===== config.mk =====
export PLATFORM = sky130hd
export DESIGN_NAME = control_unit
export DESIGN_NICKNAME = d
export VERILOG_FILES = /design/src/rtl/control_unit_pkg.sv /design/src/rtl/control_unit.sv
export SDC_FILE = /design/constraint.sdc
export NUM_CORES = 1
export LEC_CHECK = 0
export ABC_AREA = 1
export BUFFER_PORTS_ARGS = -buffer_cell sky130_fd_sc_hd__buf_2
export CAP_MARGIN = 20
export CORE_AREA = 2 2 57 59
export DETAILED_ROUTE_END_ITERATION = 10
export DIE_AREA = 0 0 59 61
export HOLD_SLACK_MARGIN = 0.08
export MAX_ROUTING_LAYER = met4
export PLACE_DENSITY = 0.66
export RECOVER_POWER = 50
export SETUP_SLACK_MARGIN = 0.2
export SYNTH_ARGS = -nofsm -noshare
export SYNTH_HDL_FRONTEND = slang
export SYNTH_SLANG_ARGS = --single-unit

===== constraint.sdc =====
create_clock -name Clock -period 2 [get_ports Clock]
set_input_delay 0 -clock Clock [delete_from_list [all_inputs] [get_ports Clock]]
set_output_delay 0 -clock Clock [all_outputs]
set_load 0.02 [all_outputs]

===== src/rtl/control_unit_pkg.sv =====
// Shared definitions for the control unit: sequencer states, opcodes, ALU codes
// and the bundle of datapath control signals.
package control_unit_pkg;

    typedef enum logic [3:0] {
        S_RESET, S_T0, S_T1, S_T2, S_T3, S_T4, S_T5, S_T6, S_T7, S_HALT
    } state_t;

    localparam logic [4:0] OP_LD   = 5'b00000;
    localparam logic [4:0] OP_ST   = 5'b00010;
    localparam logic [4:0] OP_ADD  = 5'b00011;
    localparam logic [4:0] OP_SUB  = 5'b00100;
    localparam logic [4:0] OP_ADDI = 5'b01011;
    localparam logic [4:0] OP_JR   = 5'b10100;
    localparam logic [4:0] OP_NOP  = 5'b11010;
    localparam logic [4:0] OP_HALT = 5'b11011;

    localparam logic [4:0] ALU_ADD = 5'd3;
    localparam logic [4:0] ALU_SUB = 5'd4;

    typedef struct packed {
        logic       pc_out;
        logic       mdr_out;
        logic       zlow_out;
        logic       ba_out;
        logic       c_out;
        logic       r_out;
        logic       mar_enable;
        logic       mdr_enable;
        logic       mdr_read;
        logic       ir_enable;
        logic       pc_enable;
        logic       y_enable;
        logic       zlow_in;
        logic       r_in;
        logic       ram_write;
        logic       inc_pc;
        logic       gra;
        logic       grb;
        logic       grc;
        logic [4:0] alu_op;
        logic       run;
    } ctrl_t;

    function automatic logic is_alu(input logic [4:0] op);
        return (op == OP_ADD) || (op == OP_SUB) || (op == OP_ADDI);
    endfunction

    function automatic logic is_mem(input logic [4:0] op);
        return (op == OP_LD) || (op == OP_ST);
    endfunction

endpackage


===== src/rtl/control_unit.sv =====
// Moore sequencer for the single-bus datapath: three fetch steps, up to five
// execute steps, halt on the halt opcode or on Stop at an instruction boundary.
module control_unit
    import control_unit_pkg::*;
(
    input  logic        Clock,
    input  logic        Clear,
    input  logic [31:0] IR,
    input  logic        Stop,
    output logic        PCout,
    output logic        MDRout,
    output logic        ZLowout,
    output logic        BAout,
    output logic        Cout,
    output logic        R_out,
    output logic        MAR_enable,
    output logic        MDR_enable,
    output logic        MDR_read,
    output logic        IR_enable,
    output logic        PC_enable,
    output logic        Y_enable,
    output logic        ZLowIn,
    output logic        R_in,
    output logic        RAM_write,
    output logic        IncPC,
    output logic        Gra,
    output logic        Grb,
    output logic        Grc,
    output logic [4:0]  ALU_op,
    output logic        Run
);

    state_t     state;
    state_t     next_state;
    logic [4:0] op_q;
    logic [4:0] op;
    logic       last_step;
    ctrl_t      ctrl;
    logic       unused_ir;

    assign unused_ir = ^IR[26:0];

    // T3 decodes the freshly loaded IR; later steps follow the opcode latched there.
    assign op = (state == S_T3) ? IR[31:27] : op_q;

    // NOTE: sequential state uses non-blocking assignments so every register
    // samples pre-edge values regardless of block ordering.
    always_ff @(posedge Clock or posedge Clear) begin
        if (Clear) begin
            state <= S_RESET;
            op_q  <= OP_NOP;
        end else begin
            state <= next_state;
            if (state == S_T3) op_q <= IR[31:27];
        end
    end

    // NOTE: every combinational output gets a default first, so no path infers a latch.
    always_comb begin
        next_state = state;
        last_step  = 1'b0;
        case (state)
            S_RESET: next_state = S_T0;
            S_T0:    next_state = S_T1;
            S_T1:    next_state = S_T2;
            S_T2:    next_state = S_T3;
            S_T3: begin
                if (op == OP_HALT)                next_state = S_HALT;
                else if (is_alu(op) || is_mem(op)) next_state = S_T4;
                else                               last_step  = 1'b1;
            end
            S_T4:    next_state = S_T5;
            S_T5: begin
                if (is_mem(op)) next_state = S_T6;
                else            last_step  = 1'b1;
            end
            S_T6:    next_state = S_T7;
            S_T7:    last_step  = 1'b1;
            S_HALT:  next_state = S_HALT;
            default: next_state = S_RESET;
        endcase
        if (last_step) next_state = Stop ? S_HALT : S_T0;
    end

    always_comb begin
        ctrl     = '0;
        ctrl.run = (state != S_RESET) && (state != S_HALT);
        case (state)
            S_T0: begin
                ctrl.pc_out = 1'b1; ctrl.mar_enable = 1'b1;
                ctrl.inc_pc = 1'b1; ctrl.zlow_in    = 1'b1;
            end
            S_T1: begin
                ctrl.zlow_out = 1'b1; ctrl.pc_enable  = 1'b1;
                ctrl.mdr_read = 1'b1; ctrl.mdr_enable = 1'b1;
            end
            S_T2: begin
                ctrl.mdr_out = 1'b1; ctrl.ir_enable = 1'b1;
            end
            S_T3: begin
                if (is_alu(op)) begin
                    ctrl.grb = 1'b1; ctrl.r_out = 1'b1; ctrl.y_enable = 1'b1;
                end else if (is_mem(op)) begin
                    ctrl.grb = 1'b1; ctrl.ba_out = 1'b1; ctrl.y_enable = 1'b1;
                end else if (op == OP_JR) begin
                    ctrl.gra = 1'b1; ctrl.r_out = 1'b1; ctrl.pc_enable = 1'b1;
                end
            end
            S_T4: begin
                if (op == OP_ADD || op == OP_SUB) begin
                    ctrl.grc     = 1'b1; ctrl.r_out = 1'b1; ctrl.zlow_in = 1'b1;
                    ctrl.alu_op  = (op == OP_SUB) ? ALU_SUB : ALU_ADD;
                end else if (op == OP_ADDI || is_mem(op)) begin
                    ctrl.c_out  = 1'b1; ctrl.zlow_in = 1'b1;
                    ctrl.alu_op = ALU_ADD;
                end
            end
            S_T5: begin
                if (is_alu(op)) begin
                    ctrl.zlow_out = 1'b1; ctrl.gra = 1'b1; ctrl.r_in = 1'b1;
                end else if (is_mem(op)) begin
                    ctrl.zlow_out = 1'b1; ctrl.mar_enable = 1'b1;
                end
            end
            S_T6: begin
                if (op == OP_LD) begin
                    ctrl.mdr_read = 1'b1; ctrl.mdr_enable = 1'b1;
                end else if (op == OP_ST) begin
                    ctrl.gra = 1'b1; ctrl.r_out = 1'b1; ctrl.mdr_enable = 1'b1;
                end
            end
            S_T7: begin
                if (op == OP_LD) begin
                    ctrl.mdr_out = 1'b1; ctrl.gra = 1'b1; ctrl.r_in = 1'b1;
                end else if (op == OP_ST) begin
                    ctrl.ram_write = 1'b1;
                end
            end
            default: ;
        endcase
    end

    assign PCout      = ctrl.pc_out;
    assign MDRout     = ctrl.mdr_out;
    assign ZLowout    = ctrl.zlow_out;
    assign BAout      = ctrl.ba_out;
    assign Cout       = ctrl.c_out;
    assign R_out      = ctrl.r_out;
    assign MAR_enable = ctrl.mar_enable;
    assign MDR_enable = ctrl.mdr_enable;
    assign MDR_read   = ctrl.mdr_read;
    assign IR_enable  = ctrl.ir_enable;
    assign PC_enable  = ctrl.pc_enable;
    assign Y_enable   = ctrl.y_enable;
    assign ZLowIn     = ctrl.zlow_in;
    assign R_in       = ctrl.r_in;
    assign RAM_write  = ctrl.ram_write;
    assign IncPC      = ctrl.inc_pc;
    assign Gra        = ctrl.gra;
    assign Grb        = ctrl.grb;
    assign Grc        = ctrl.grc;
    assign ALU_op     = ctrl.alu_op;
    assign Run        = ctrl.run;

endmodule

## Word-level counts from Yosys, hierarchy flattened

Cells that the tools add are included.

- Flip-flop bits (word level): 9
- Latch bits: 0
- Bits in writable memories: 0
- Memory bits (read-only): 0
- Input port bits: 35
- Output and inout port bits: 25
- Word-level logic and storage cells: 77
- Memories kept: 0

- Add/sub/neg operators: 0
- Multiply operators: 0
- Divide/modulo/power cells: 0
- Order comparisons: 0
- Equality and inequality tests: 19
- Shift operators: 0
- Multiplexer cells: 46
- Bitwise operators: 0
- Reduce and logical (&&, ||, !) cells: 10

Operator list:

| operator | number |
|---|---|
| $pmux 4 s10 | 1 |
| $mux 1 | 25 |
| $mux 4 | 5 |
| $eq 4x3->1 const B | 4 |
| $pmux 1 s2 | 6 |
| $eq 5x2->1 const B | 2 |
| $eq 5x5->1 const B | 2 |
| $eq 4x2->1 const B | 2 |
| $eq 4x4->1 const B | 2 |
| $mux 3 | 2 |
| $mux 6 | 1 |
| $pmux 1 s3 | 2 |
| $eq 5x3->1 const B | 1 |
| $eq 5x4->1 const B | 1 |
| $logic_not 5->1 | 1 |
| $logic_or 1x1->1 | 5 |
| $mux 5 | 1 |
| $eq 4x1->1 const B | 1 |
| $logic_not 4->1 | 1 |
| $ne 4x2->1 const B | 1 |
| $ne 4x4->1 const B | 1 |
| $pmux 1 s4 | 1 |
| $pmux 2 s2 | 1 |
| $reduce_bool 4->1 | 1 |
| other kinds (5) | 5 |

## Depth between registers and ports, before layout

Gate-level depths: netlist (run 1).

- Word-level depth: 11
- Gate-level depth with buffers: 14
- Gate-level depth less buffers: 14

## Worst setup path before layout (run 1)

No wires, ideal clock.

- Path type: reg2out
- From: register state[0]
- To: output ALU_op[1]
- Arrival time: 1.971 ns
- Path slack: 0.029 ns
- Stages on the path, launching flop included: 11
- Path buffers: 1
- Path through: dfrtp_1 -> nor2_4 -> nand2_4 -> nand2_2 -> nand2_2 -> nor2_1 -> nand3_2 -> a21oi_2 -> nor2_2 -> a21oi_2 -> buf_4

- Word-level cells in the longest chain between the ends: 8
- Elaborated cells between the ends (all ways): 15
- Those cells by class: eq/ne: 6; mux: 5; reduce/logical: 4

RTL lines:

| what | RTL line | source |
|---|---|---|
| start: declaration | control_unit.sv:33 | `state_t state;` |
| start signal: assignment | control_unit.sv:53 | `state <= next_state;` |
| $eq 4x3->1 | control_unit.sv:44 | `assign op = (state == S_T3) ? IR[31:27] : op_q;` |
| $mux 5 | -- |  |
| $eq 5x2->1 or $logic_not 5->1 (tied branches) | control_unit_pkg.sv:50 | `return (op == OP_LD) \|\| (op == OP_ST);` |
| $logic_or 1x1->1 | control_unit_pkg.sv:50 |  |
| $logic_or 1x1->1 | control_unit.sv:113 | `end else if (op == OP_ADDI \|\| is_mem(op)) begin` |
| $mux 2 | control_unit.sv:113 |  |
| $mux 3 | control_unit.sv:110 | `if (op == OP_ADD \|\| op == OP_SUB) begin` |
| $mux 6 * | control_unit.sv:88 | `case (state)` |
| end: declaration | control_unit.sv:29 | `output logic [4:0] ALU_op,` |

Mark *: on every way between the ends. The rest lies on a longest branch, timed or not.

## Worst setup path after layout (run 1)

- From: register state[1]
- To: output R_out

- Word-level cells in the longest chain between the ends: 7
- Elaborated cells between the ends (all ways): 20
- Those cells by class: eq/ne: 8; mux: 8; reduce/logical: 4

RTL lines:

| what | RTL line | source |
|---|---|---|
| $eq 4x3->1 | control_unit.sv:44, control_unit.sv:88 |  |
| $mux 5 | -- |  |
| $eq 5x5->1, or another cell as far along | control_unit.sv:105 | `end else if (op == OP_JR) begin` |
| $mux 1, or another cell as far along | control_unit.sv:105 |  |
| $mux 1 or $logic_or 1x1->1 (tied branches) | control_unit.sv:103, control_unit_pkg.sv:46 |  |
| $mux 1 | control_unit.sv:101 | `if (is_alu(op)) begin` |
| $pmux 1 s3 * | control_unit.sv:88 |  |
| end: declaration | control_unit.sv:15 | `output logic R_out,` |

Marks and branches as above.

==> impl_metrics.py, run 1 <==
metrics = {
    "power": {
        "cellPowerDensity_mw_per_mm2": 1490,
        "ir_worst_vdd_uv": 715,
        "power.leakage_uw": 0.000858,
    },
    "logic_synthesis": {
        "synth_common_cells": "inv_1 (24), nand2_1 (17), nor2_1 (16)",
        "yosysTopAreaCell": "dfrtp_1",
        "avgSynthCellArea_um2": 6.56,
        "yosysSeqAreaShare_pct": 26.4,
        "synthArstFlopShare_pct": 100,
        "syn_area_um2": 866,
        "yosysMostFrequentCell": "inv_1",
        "synthDistinctLibCells": 21,
        "synth-seq-cells": 9,
        "yosysWarnings": 0,
        "syn_inst": 132,
        "synth_edf_count": 0,
        "synth.top_cell.area_share_pct": 17.3,
        "synth_top_flop_cell": "dfrtp_1",
        "synthTopCellsByArea": "dfrtp_1 (17%), nand2_2 (11%), inv_1 (10%)",
    },
    "timing": {
        "setup_viol": 6,
        "slew_violations": 0,
        "fin_skew_ps": 1.05,
        "tns_ps": -481,
        "period_minus_slack_ps": 2120,
        "fin_crit_sh_pct": 106,
        "timing.final.ws_setup_ps": -121,
        "rsz0062_at_grt": "yes",
        "hold_viol_final": 0,
        "timing.fmax_ghz": 0.471,
    },
    "detailed_routing": {
        "wl_um": 2730,
        "drt_pass1_iterations": 4,
        "wl_per_cell_um": 12.4,
        "ant_nets": 0,
        "vias": 1020,
        "drt-initial-drc-count": 27,
        "routed_via_density": 4.64,
        "drc": 0,
    },
    "placement": {
        "dpl.cell_count": 195,
        "port_buffers": 30,
        "dp_slack_ps": 182,
        "place_hpwl_um": 1780,
        "postPlaceCellArea_mm2": 0.00108,
        "gp_congestion": 0.855,
    },
    "die": {
        "dieArea_mm2": 0.00360,
        "die_h_um": 61,
        "core_mm2": 0.00295,
        "io_pins": 60,
        "start_util_pct": 29.3,
        "rows": 20,
        "die_x_um": 59,
    },
    "global_routing": {
        "grt_first_pass_wirelength_um": 4080,
        "antenna_found_initial": 0,
        "grt_pass1_vias": 994,
        "grt_max_degree": 10,
        "grt-ovfl-total": 0,
        "grtUsageTotal_pct": 15.6,
    },
    "clock_tree": {
        "clkLatencyLatePin_ps": 260,
        "cts_tree": "built",
        "path_clk_slew_ps": 60,
        "cts_buffer_depth": 2,
        "htree_levels": 1,
        "clock-sinks": 9,
        "cts_root_buf": "clkbuf_4",
        "numCtsBuffers": 3,
    },
    "run_status": {
        "violations": "setup timing",
        "status": "finished, violations left",
    },
    "critical_path": {
        "end_kind": "output pin",
        "cp_data_arrival_time_ps": 2120,
        "startpoint_type": "flip-flop",
        "path_class": "reg -> out",
        "path_max_fanout": 7,
        "cp.required_ps": 2000,
    },
    "cells_and_area": {
        "fillers": 274,
        "area.growth.synth_to_final_pct": 81.8,
        "stdcell_count": 220,
        "antenna_cells": 0,
        "final_nets": 223,
        "drive_above_1_share_pct": 64.2,
        "fin_area_mm2": 0.00157,
    },
    "job": {
        "maxCapViolCount": 0,
    },
    "hold_path": {
        "hp-class": "in -> reg",
    },
}
cells in the final DEF (no fill, tap or decap):
| cell | count |
|---|---|
| nand3b_1 | 2 |
| inv_1 | 22 |
| dlygate4sd3_1 | 2 |
| dfstp_2 | 3 |
| nand4_1 | 2 |
| a21oi_4 | 3 |
| o21ai_2 | 3 |
| nand2_8 | 2 |
| nand3_1 | 4 |
| nand2_4 | 12 |
| conb_1 | 2 |
| buf_6 | 14 |
| o21ai_0 | 2 |
| nor3_1 | 1 |
| dfrtp_2 | 1 |
| inv_6 | 1 |
| nand2_1 | 9 |
| clkbuf_1 | 1 |
| buf_4 | 26 |
| o21ai_4 | 1 |
| dfrtp_1 | 5 |
| nand3_4 | 1 |
| nand3_2 | 6 |
| nor2_4 | 10 |
| buf_2 | 13 |
| nand2_2 | 12 |
| nor2_1 | 12 |
| o21ai_1 | 2 |
| a21oi_1 | 1 |
| inv_2 | 5 |
| inv_4 | 2 |
| clkbuf_4 | 3 |
| nor3_2 | 2 |
worst max-delay path, cell delays in order, from the launching register on:
cell	delay, ps
dfrtp_2	430
nor2_4	250
nand2_4	150
nand2_4	110
nand2_4	70
nand2_4	110
nor2_4	50
nand2_2	100
nand2_4	80
nand2_4	60
inv_4	50
o21ai_1	170
nand2_2	90
buf_6	140
per-stage QoR:
step / utilization [%] / hold WS, ps / power, uW
6_report: 53.3 / 97.4 / 2340
5_1_grt: 53.3 / 113 / 2510
2_1_floorplan: - / -174 / 1280
4_1_cts: 48.0 / 94.4 / 2150
3_5_place_dp: 36.7 / -11.3 / 1560
3_3_place_gp: 36.7 / -18.6 / 1550
routing by layer:
layer  GRT usage (%)  routed length [um]  share of wire, %  vias to the layer above
li1                -                   -                 -                      509
met1            16.7                1060                39                      482
met2            28.4                1510                55                       23
met3            4.90                 106               3.9                        6
met4            2.92                  50               1.8                        0
met5               -                   0                 0                        -
registers in the layout, indices dropped and copies added, names as in the netlist:
signal  count
state       4
op_q        5
report_power, final:
group	switching (uW)	internal (uW)
registers	53.6	292
clock network	64.9	77.0
logic	1120	730
cells by family after synthesis:
| family | after synthesis | share of synthesized area, % |
|---|---|---|
| other cells | 1 | 0.433 |
| simple gates | 75 | 47.5 |
| buf+inv | 35 | 17.3 |
| compound gates | 12 | 8.24 |
| flops | 9 | 26.4 |
repair_timing:
action                                  CTS  global route
hold endpoints to repair                 10             0
gates resized for setup                  53            32
endpoints found under the setup margin   17            23
buffers inserted                         14             5
pin swaps                                17            21
hold buffers                              2             0
worst paths after layout:
path | slack (ps) | startpoint | end | cells past startpoint
max | -120 | state[1]$_DFFE_PP0P_ | R_out | 13
max reg2reg | 150 | state[1]$_DFFE_PP0P_ | state[3]$_DFFE_PP0P_ | 11
min | 100 | IR[30] | op_q[3]$_DFF_PP1_ | 5
max in group asynchronous | 1450 | Clear | op_q[1]$_DFF_PP1_ | 3
min in group asynchronous | 250 | Clear | op_q[2]$_DFF_PP0_ | 3
min reg2reg | 630 | op_q[3]$_DFF_PP1_ | op_q[3]$_DFF_PP1_ | 4
layout make-up:
| type | instances | area [um^2] | share of cell area (%) |
|---|---|---|---|
| clock buffers | 4 | 26.3 | 1.67 |
| inverters | 30 | 123 | 7.79 |
| multi-input cells | 89 | 716 | 45.5 |
| flip-flops and latches | 9 | 230 | 14.6 |
| well taps | 33 | 41.3 | 2.62 |
| repair buffers | 55 | 438 | 27.8 |
Power figures use the tool's default switching activity.
==> run 2, diff against run 1 <==
Settings changed: CORE_AREA 2 2 57 59 to 2 2 50 52, DIE_AREA 0 0 59 61 to 0 0 52 54, PLACE_DENSITY 0.66 to 0.81.
==> impl_metrics.py, run 2 (synthesis results as in run 1) <==
metrics = {
    "placement": {
        "place_hpwl_um": 1720,
        "dpl.cell_count": 189,
        "gp_congestion": 0.865,
        "port_buffers": 30,
        "dp_slack_ps": 143,
    },
    "detailed_routing": {
        "drc": 0,
        "drt-initial-drc-count": 32,
        "routed_via_density": 5.15,
        "drt_pass1_iterations": 4,
        "wl_um": 3970,
        "wl_per_cell_um": 17.5,
        "vias": 1170,
        "ant_nets": 0,
    },
    "power": {
        "cellPowerDensity_mw_per_mm2": 1530,
        "power.leakage_uw": 0.000952,
        "p_clk_share_pct": 5.9,
        "ir_worst_vdd_uv": 875,
        "switching_share_pct": 53.4,
        "power_frac_seq_pct": 13.2,
        "combinationalPowerShare_pct": 80.9,
        "total_power_uw": 2670,
        "power_switching_uw": 1420,
        "power.internal_uw": 1240,
    },
    "cells_and_area": {
        "drive_above_1_share_pct": 67.5,
        "antenna_cells": 0,
        "layout_commonest_cell": "buf_4",
        "top_register": "op_q",
        "final_nets": 233,
        "largest_reg_flops": 5,
        "mostFrequentLayoutCells": "buf_4 (30), inv_1 (23), buf_6 (19)",
        "stdcell_count": 227,
        "area.growth.synth_to_final_pct": 101,
        "reg_top3": "op_q: 5 flops, state: 4 flops",
    },
    "clock_tree": {
        "path_clk_slew_ps": 70,
        "cts_buffer_depth": 2,
        "cts_root_buf": "clkbuf_4",
        "clkLatencyLatePin_ps": 270,
        "cts_tree": "built",
        "numCtsBuffers": 3,
        "clock-sinks": 9,
        "htree_levels": 1,
    },
    "critical_path": {
        "end_kind": "output pin",
        "cp_cell_sequence": "nor2_4 -> buf_12 -> nand3_2 -> nand2_4 -> nand3_2 -> inv_2 -> buf_4 -> nand4_1 -> o21ai_2 -> inv_2 -> nand2_2 -> buf_6",
        "cp.required_ps": 2000,
        "startpoint_type": "flip-flop",
        "crit_family": "simple AND/OR/NAND/NOR gates",
        "max_stage_delay_ps": 450,
        "r2r-start": "state[3]$_DFFE_PP0P_",
        "regToRegSetupSlack_ps": 20,
        "cp_num_buf_inv": 5,
        "cpMaxStageDelayCell": "dfrtp_2",
        "cp_data_arrival_time_ps": 2190,
        "path_class": "reg -> out",
        "path_max_fanout": 5,
        "critPathLaunch": "state[3]$_DFFE_PP0P_",
    },
    "die": {
        "rows": 18,
        "die_h_um": 54,
        "core_mm2": 0.00232,
        "dieArea_mm2": 0.00281,
        "start_util_pct": 37.3,
        "die_x_um": 52,
        "io_pins": 60,
    },
    "timing": {
        "fin_crit_sh_pct": 109,
        "tns_ps": -1400,
        "setup_viol": 14,
        "period_minus_slack_ps": 2190,
        "whs_ps": 215,
        "timing.final.ws_setup_ps": -186,
        "hold_viol_final": 0,
        "rsz0062_at_grt": "yes",
        "fin_skew_ps": 0.459,
        "timing.fmax_ghz": 0.457,
        "slew_violations": 0,
    },
    "global_routing": {
        "grt_max_degree": 10,
        "grt_pass1_vias": 1049,
        "grt_first_pass_wirelength_um": 4540,
        "grtUsageTotal_pct": 23.4,
        "antenna_found_initial": 0,
        "grt-ovfl-total": 0,
    },
    "run_status": {
        "status": "finished, violations left",
        "violations": "setup timing",
    },
    "job": {
        "maxCapViolCount": 0,
    },
    "hold_path": {
        "hp-class": "in -> reg",
        "min_from": "IR[29]",
    },
}
==> run 2: worst reg2reg max path, cell delays in order (launching register included) <==
cell	delay, ps
dfrtp_2	450
nor2_4	190
buf_12	140
nand3_4	60
nand2_4	120
inv_4	50
nor2_4	150
nand2_8	90
buf_4	140
buf_4	130
a21oi_4	160
nand2_2	90
nand2_2	60
nand2_2	40
==> run 2: path summary, 6_finish.rpt <==
| check | endpoint | depth (start not counted) |
|---|---|---|
| worst max-delay path | R_out | 12 |
| worst min-delay path | op_q[2]$_DFF_PP0_ | 4 |
| worst max register to register | state[3]$_DFFE_PP0P_ | 13 |
| worst min register to register | state[0]$_DFFE_PP0P_ | 2 |
| max in group asynchronous | op_q[4]$_DFF_PP1_ | 3 |
| min in group asynchronous | op_q[2]$_DFF_PP0_ | 3 |
==> run 2: per-stage QoR <==
stage	utilization [%]	cell area, um^2
floorplan	-	903
global placement	45.6	1060
detailed placement	45.6	1060
CTS	64.7	1500
global route	74.9	1740
finish	74.9	1740
==> run 2: final cells by class <==
cell class / count / area (um^2)
multi-input cells: 89 / 747
fillers: 139 / 582
repair buffers: 65 / 574
flip-flops and latches: 9 / 230
inverters: 30 / 123
well taps: 30 / 37.5
clock buffers: 4 / 26.3
==> run 2: power groups by stage <==
stage	Clock, uW	Combinational, uW	Sequential [uW]
finish	156	2160	353
global route	168	2270	359
CTS	155	1750	343
detailed placement	0	1170	359
global placement	0	1150	352
floorplan	0	935	346
==> run 2: what timing repair did <==
action	in CTS	in global routing
gates resized for setup	63	36
pin swaps	9	20
hold buffers	2	0
buffers inserted	22	10
hold endpoints to repair	10	0
setup endpoints to repair	21	23
==> run 2: layer usage <==
layer | routed length [um] | global-route usage, % | vias up | share of wire [%]
li1 | - | - | 527 | -
met1 | 1440 | 23.4 | 553 | 36
met2 | 2110 | 43.2 | 65 | 53
met3 | 200 | 5.00 | 25 | 5.0
met4 | 223 | 11.4 | 0 | 5.6
met5 | 0 | - | - | 0
